==> src/rtl/wb_port_arbiter.sv <==
`default_nettype none
// ============================================================================
//  Module   : wb_port_arbiter
//  Purpose  : Two-port register-file writeback arbiter. Each requester
//             (0 = ALU writeback, 1 = load/multicycle writeback) owns a
//             single-entry holding slot. Held entries are granted round-robin
//             and issued to the register file through registered write
//             outputs. Writes to the hardwired-zero register are dropped at
//             acceptance.
//  Ports    : clk        - sole clock, rising edge
//             reset      - synchronous, active-high reset
//             req_valid  - per-requester write request            [1:0]
//             req_addr   - per-requester destination address      5 x [1:0]
//             req_data   - per-requester write data               DW x [1:0]
//             req_ready  - per-requester accept indication        [1:0]
//             flush      - discard all held, not-yet-issued requests
//             wr_en      - register-file write enable (registered)
//             wr_sel     - address/data mux select (registered)
//             wr_addr    - register-file write address (registered)
//             wr_data    - register-file write data (registered)
//             busy       - at least one holding slot is occupied
//  Revision : 1.0 - initial release
// ============================================================================
module wb_port_arbiter #(
    parameter int         DW   = 64,
    parameter logic [4:0] ZREG = 5'd31
) (
    input  logic          clk,
    input  logic          reset,
    input  logic [1:0]    req_valid,
    input  logic [4:0]    req_addr [1:0],
    input  logic [DW-1:0] req_data [1:0],
    output logic [1:0]    req_ready,
    input  logic          flush,
    output logic          wr_en,
    output logic          wr_sel,
    output logic [4:0]    wr_addr,
    output logic [DW-1:0] wr_data,
    output logic          busy
);

    // ------------------------------------------------------------------
    // State
    // ------------------------------------------------------------------
    logic [1:0]    held_q,  held_d;
    logic [4:0]    haddr_q [1:0];
    logic [4:0]    haddr_d [1:0];
    logic [DW-1:0] hdata_q [1:0];
    logic [DW-1:0] hdata_d [1:0];
    logic          last_grant_q, last_grant_d;
    logic          wr_en_q,   wr_en_d;
    logic          wr_sel_q,  wr_sel_d;
    logic [4:0]    wr_addr_q, wr_addr_d;
    logic [DW-1:0] wr_data_q, wr_data_d;

    // ------------------------------------------------------------------
    // Combinational helpers
    // ------------------------------------------------------------------
    logic [1:0] grant;
    logic [1:0] accept;
    logic       gsel;

    // Grant depends only on held slots and the previous winner, so the
    // ready path never sees the request inputs.
    always_comb begin
        grant = 2'b00;
        case (held_q)
            2'b01:   grant = 2'b01;
            2'b10:   grant = 2'b10;
            2'b11:   grant = last_grant_q ? 2'b01 : 2'b10;
            default: grant = 2'b00;
        endcase
    end

    assign gsel   = grant[1];
    assign accept = req_valid & req_ready;

    // ------------------------------------------------------------------
    // State register
    // ------------------------------------------------------------------
    always_ff @(posedge clk) begin
        if (reset) begin
            held_q       <= 2'b00;
            last_grant_q <= 1'b1;   // port 0 wins the first tie
            wr_en_q      <= 1'b0;
            wr_sel_q     <= 1'b0;
            wr_addr_q    <= 5'd0;
            wr_data_q    <= '0;
            for (int i = 0; i < 2; i++) begin
                haddr_q[i] <= 5'd0;
                hdata_q[i] <= '0;
            end
        end else begin
            held_q       <= held_d;
            last_grant_q <= last_grant_d;
            wr_en_q      <= wr_en_d;
            wr_sel_q     <= wr_sel_d;
            wr_addr_q    <= wr_addr_d;
            wr_data_q    <= wr_data_d;
            for (int i = 0; i < 2; i++) begin
                haddr_q[i] <= haddr_d[i];
                hdata_q[i] <= hdata_d[i];
            end
        end
    end

    // ------------------------------------------------------------------
    // Next-state logic
    // ------------------------------------------------------------------
    always_comb begin
        held_d       = held_q;
        last_grant_d = last_grant_q;
        wr_en_d      = 1'b0;
        wr_sel_d     = wr_sel_q;
        wr_addr_d    = wr_addr_q;
        wr_data_d    = wr_data_q;
        for (int i = 0; i < 2; i++) begin
            haddr_d[i] = haddr_q[i];
            hdata_d[i] = hdata_q[i];
        end

        if (flush) begin
            // Pending entries are dropped and nothing issues this edge;
            // the round-robin pointer is left where it was.
            held_d = 2'b00;
        end else begin
            if (|grant) begin
                wr_en_d      = 1'b1;
                wr_sel_d     = gsel;
                wr_addr_d    = haddr_q[gsel];
                wr_data_d    = hdata_q[gsel];
                last_grant_d = gsel;
            end
            for (int i = 0; i < 2; i++) begin
                if (grant[i]) begin
                    held_d[i] = 1'b0;
                end
                // A same-edge acceptance refills a slot being drained, which
                // is what gives a lone requester one write per cycle.
                // Zero-register writes are accepted but never stored.
                if (accept[i] && (req_addr[i] != ZREG)) begin
                    held_d[i]  = 1'b1;
                    haddr_d[i] = req_addr[i];
                    hdata_d[i] = req_data[i];
                end
            end
        end
    end

    // ------------------------------------------------------------------
    // Outputs
    // ------------------------------------------------------------------
    assign req_ready = ~{2{reset}} & ~{2{flush}} & (~held_q | grant);
    assign busy      = |held_q;
    assign wr_en     = wr_en_q;
    assign wr_sel    = wr_sel_q;
    assign wr_addr   = wr_addr_q;
    assign wr_data   = wr_data_q;

endmodule
`default_nettype wire

==> config.mk <==
export PLATFORM = sky130hd
export DESIGN_NAME = wb_port_arbiter
export DESIGN_NICKNAME = d
export VERILOG_FILES = /design/src/rtl/wb_port_arbiter.sv
export SDC_FILE = /design/constraint.sdc
export NUM_CORES = 1
export LEC_CHECK = 0
export CAP_MARGIN = 20
export CORE_MARGIN = 1
export CORE_UTILIZATION = 28
export DETAILED_ROUTE_END_ITERATION = 12
export PLACE_DENSITY = 0.58
export SLEW_MARGIN = 20
export SYNTH_ARGS = -nofsm -noshare
export SYNTH_HDL_FRONTEND = slang
export SYNTH_SLANG_ARGS = --single-unit
==> constraint.sdc <==
create_clock -name clk -period 6.7 [get_ports clk]
set_input_delay 1.34 -clock clk [delete_from_list [all_inputs] [get_ports clk]]
set_output_delay 1.34 -clock clk [all_outputs]
set_load 0.01 [all_outputs]
======== Yosys cells after proc, flatten, opt, wreduce, memory -nomap -nowiden ========
Memory sizes are Yosys's and may differ from the RTL's. A register that Yosys moved wholly into a read port is not among the register bits.
Index checks and enable logic that the tools add are counted.
operators by class
  equality and inequality tests ........... 9
  muxes and demuxes ....................... 20
  bitwise gates (word level) .............. 12
  reduce and logical (&&, ||, !) cells .... 10
operators with widths
  operator                                        number
  2-to-1 mux 64 bit                               4
  2-to-1 mux 128 bit                              1
  2-to-1 mux 5 bit                                4
  2-to-1 mux 10 bit                               1
  inequality test 5 bit (second input constant)   2
  2-to-1 mux 1 bit                                8
  AND 2 bit                                       3
  inverter 2 bit                                  3
  case mux 2 bit (3 select lines)                 1
  AND reduction 3 bit                             2
  OR reduction 2 bit                              3
  == test 2 bit (second input constant)           2
  inequality test 2 bit (second input constant)   2
  OR 1 bit                                        4
  nonzero test 2 bit                              2
  == test 2 x 1 -> 1 bit (second input constant)  1
  logical AND 1 bit                               2
  2-to-1 mux 2 bit                                1
  inequality test 1 bit (second input constant)   2
  OR 2 bit                                        1
  AND reduction 2 bit                             1
  inverter 1 bit                                  1
storage, ports and cells
  flip-flop bits (word level) ............. 5
  memory bits (writable) .................. 138
  output and inout port bits .............. 74
  word-level logic and storage cells ...... 58
  memories ................................ 2
memories
  name     words  width  rd ports  clocked after Yosys merged registers in  wr ports  line  text
  hdata_q  2      64     1         1                                        2         48    logic [DW-1:0] hdata_q [1:0];
  haddr_q  2      5      1         1                                        2         46    logic [4:0] haddr_q [1:0];

======== Logic depth before layout (Yosys ltp) ========
  depth in word-level cells ............... 9
  gate-level depth with buffers ........... 7
  depth with buffers taken out ............ 6

======== Least setup slack after synthesis ========
OpenSTA, ideal clock, no wires.
  path type ............................... in2reg
  start point ............................. input port flush
  end point ............................... memory haddr_q[0][0], enable pin
  data arrival time ....................... 6496 ps
  required time ........................... 6109 ps
  path slack .............................. -387 ps
  stages .................................. 3
  path through ............................ nor2_1 -> nand2_1 -> o21ai_0
RTL lines
  what             line  text
  start, declared  34    input logic flush,
  end, declared    46

======== Worst setup path after layout ========
  start point ............................. input port flush
  end point ............................... output port req_ready[0]
on the way
  longest elaborated chain between the ends .. 3
ends and longest elaborated chain
  what                     line  text
  inverter 2 bit           153   assign req_ready = ~{2{reset}} & ~{2{flush}} & (~held_q | grant);
  AND 2 bit (2 in series)  153
  end, declared            33    output logic [1:0] req_ready,
No other way between the ends.

==> results.md <==
* Vias in the first global route at about 5,500
* Die X at 171 microns
* Num rows at between 60 and 70
* Worst Setup Start Kind: input pin
* Number of antenna diodes at 0
* Avg Inst Size Synth at 13.2 sq um
* Slack of the worst reg-to-reg path at 4.43 ns
* Setup violations, final at 0
* CORE AREA at 27,900 sq um
* FMAX at 230 MHz
* IO Pins at between 200 and 250
* Sum Neg Setup Slack at 0 ns
* DRT iter0 DRCs at roughly 320
* Hold buffers post-CTS at 0
* Slew headroom at ~30%
* Gr usage total at between 10% and 20%
* Die Ht at 171 microns
* Seq/Total Area, Yosys at a little over two thirds
* Number of nets in the layout at about 950
* Share of cells above drive strength 1 at approximately 5.5%
* Largest net degree at the start of global routing at between 70 and 80
* Number of routed nets with antenna violations at 0
* R2R cell count at 8
* Max Slew Vio Count at 0
* Ys Warns at 0
* Drt wl/cell at approximately 17 microns
* Cell variety after synth at 28
* Initial antenna violation count at 0
* Synthesized Nets at between 700 and 800
* Power Total at just under 3 mW
* Async SR Flop Fraction at 0%
* Overflow after GRT at 0
* Crit end category: output pin
* Post-CTS setup repair buffer count at 0
* Peak supply drop at 191 uV
* RR Endpoint: wr_data[54]
* CTS resizes at 0
* Full die area at 29,200 sq um
* Fill cell count at about 2,700
* Final Hold Fails at 0
* RSZ-0062 raised after global routing: false
* Critical path peak fanout at 6
* Via Count at between 5,000 and 6,000
* Synth Cell Area at around 8000 sq um
* Max Cap Viol at 0
* Clk_lat worst skew at 0.50 ns
* Sink Count at roughly 210
* Pwr/cell area at roughly 260 nW/um^2
* Hold/Removal Path Class: register to register
* CP Launch Point: flush
* EDFF count, synth at approximately 140
* Worst slew pin tran at approximately 1.1 ns
* Final wirelength at 20,900 microns
* Design Area, Final at approximately 11,000 sq um
* Crit path required time at approximately 5.4 ns
* CTS root buf: clkbuf_16
* RePlAce Congestion at ~0.7
* PortBufs at ~220
* First-pass GRT wire length at 31,700 microns
* H-Tree Depth at 1
* HPWL after detailed placement at 12,700 microns
* Main synth FF type: edfxtp_1
* Via density at 4.56
* Worst Clk Skew at approximately 0.0063 ns
* Layout Area Growth over Synthesis at 40.4%
* Tmin final at between 4 and 5 ns
* Synth Instances at between 600 and 700
* Maximum clock path buffer count at 3
* Placed inst area at around 11,000 sq um
* Part of the cycle the worst path needs at between 60 and 70%
* Pre-antenna DRT Iters at 4
* Hold slack at around 0.46 ns
* Post-route DRC at 0
* Worst R2R Start: held_q[0]
* Initial Util at 28.6%
* Worst setup path category: input pin to output pin
* Pleak at 3.94 nW
* Num CTS Buffers at 22
* Flops & latches, synth at around 210
* WP data arrival at about 3.0 ns
* CP endpoint: req_ready[0]
* Clk slew on worst S/H paths at approximately 0.060 ns
* Min-Delay Path Depth at 1
* CTS tree: built
* Status: complete, no violations
==> layer usage <==
metal | vias up | track usage, % | part of all wire (%)
li1 | 2646 | - | -
met1 | 2646 | 19.2 | 45
met2 | 160 | 23.4 | 47
met3 | 24 | 2.59 | 5.2
met4 | 0 | 3.84 | 2.2
met5 | - | 0 | 0
==> placed cells by master, fill, tap and decap left out, drive strengths merged <==
cell and count:
clkdlybuf4s50 216, and2 140, edfxtp 138, dfxtp 74
o22ai 70, a21oi 66, o2bb2ai 36, clkbuf 35
buf 10, nand2 9, clkinv 6, inv 4
o21ai 4, nand3 3, nor2 2, a21boi 2
nand3b 1, a311oi 1, o211ai 1, nand2b 1
a2bb2o 1, nor2b 1, a22oi 1, o21bai 1
clkinvlp 1
==> through the flow <==
stage               utilization (%)  worst slack [ns]  instances
floorplan                         -              1.48        603
global placement               37.6              2.35       1161
detailed placement             37.7              2.35       1162
CTS                            40.1              2.34       1202
global route                   40.1              2.23       1202
finish                         40.1              2.36       1202
==> logic make-up (layout without fill, tap and decap cells) <==
group	after synthesis	in the layout	share of synthesized area, %
AOI/OAI and AO/OA	183	183	14.7
and+or+nand+nor	157	157	11.9
DFF	212	212	70.5
buffers and inverters	51	272	2.91
==> Yosys cell counts, types with 3 or more instances <==
library cell  instances  area share, %
nand2_1               9           0.42
clkbuf_2             11           0.69
buf_1                 7           0.33
edfxtp_1            138             52
clkbuf_1             15           0.71
a21oi_1              65            4.1
nand3_1               3           0.19
inv_1                 4           0.19
buf_2                10           0.63
dfxtp_1              74             19
o22ai_1              70            5.5
o21ai_0               3           0.19
o2bb2ai_1            36            3.9
and2_1              140             11
==> flip-flops by register name, summed over array words and instances, names as in the netlist <==
register      flops
haddr_q          10
wr_en             1
wr_data          64
last_grant_q      1
wr_addr           5
wr_sel            1
held_q            2
hdata_q         128
==> critical path, cell delays in order <==
cell and delay [ns]:
clkdlybuf4s50_1 0.52, nor2_1 0.29, nand2_1 0.22, inv_1 0.10
clkdlybuf4s50_1 0.53
==> final cells by class <==
type / instances / area [sq um] / share of cell area [%]
clock inverter: 5 / 23.8 / 0.212
sequential: 212 / 5630 / 50.2
inverter: 6 / 22.5 / 0.201
clock buffer: 35 / 641 / 5.72
timing repair buffer: 226 / 2260 / 20.1
tap: 378 / 473 / 4.22
multi-input combinational: 340 / 2160 / 19.3
==> where the power goes <==
group	internal [mW]	switching [mW]
logic	0.151	0.129
clock network	0.653	0.483
registers	1.48	0.0274
total	2.29	0.639
==> worst min-delay path by stage <==
| stage | from | end |
|---|---|---|
| 3_3_place_gp | wr_data[19] | wr_data[19] |
| 2_1_floorplan | wr_data[1] | wr_data[1] |
| 3_5_place_dp | wr_data[19] | wr_data[19] |
| 5_1_grt | wr_data[5] | wr_data[5] |
| 6_report | wr_data[19] | wr_data[19] |
| 4_1_cts | wr_data[22] | wr_data[22] |
Power figures use the tool's default switching activity.
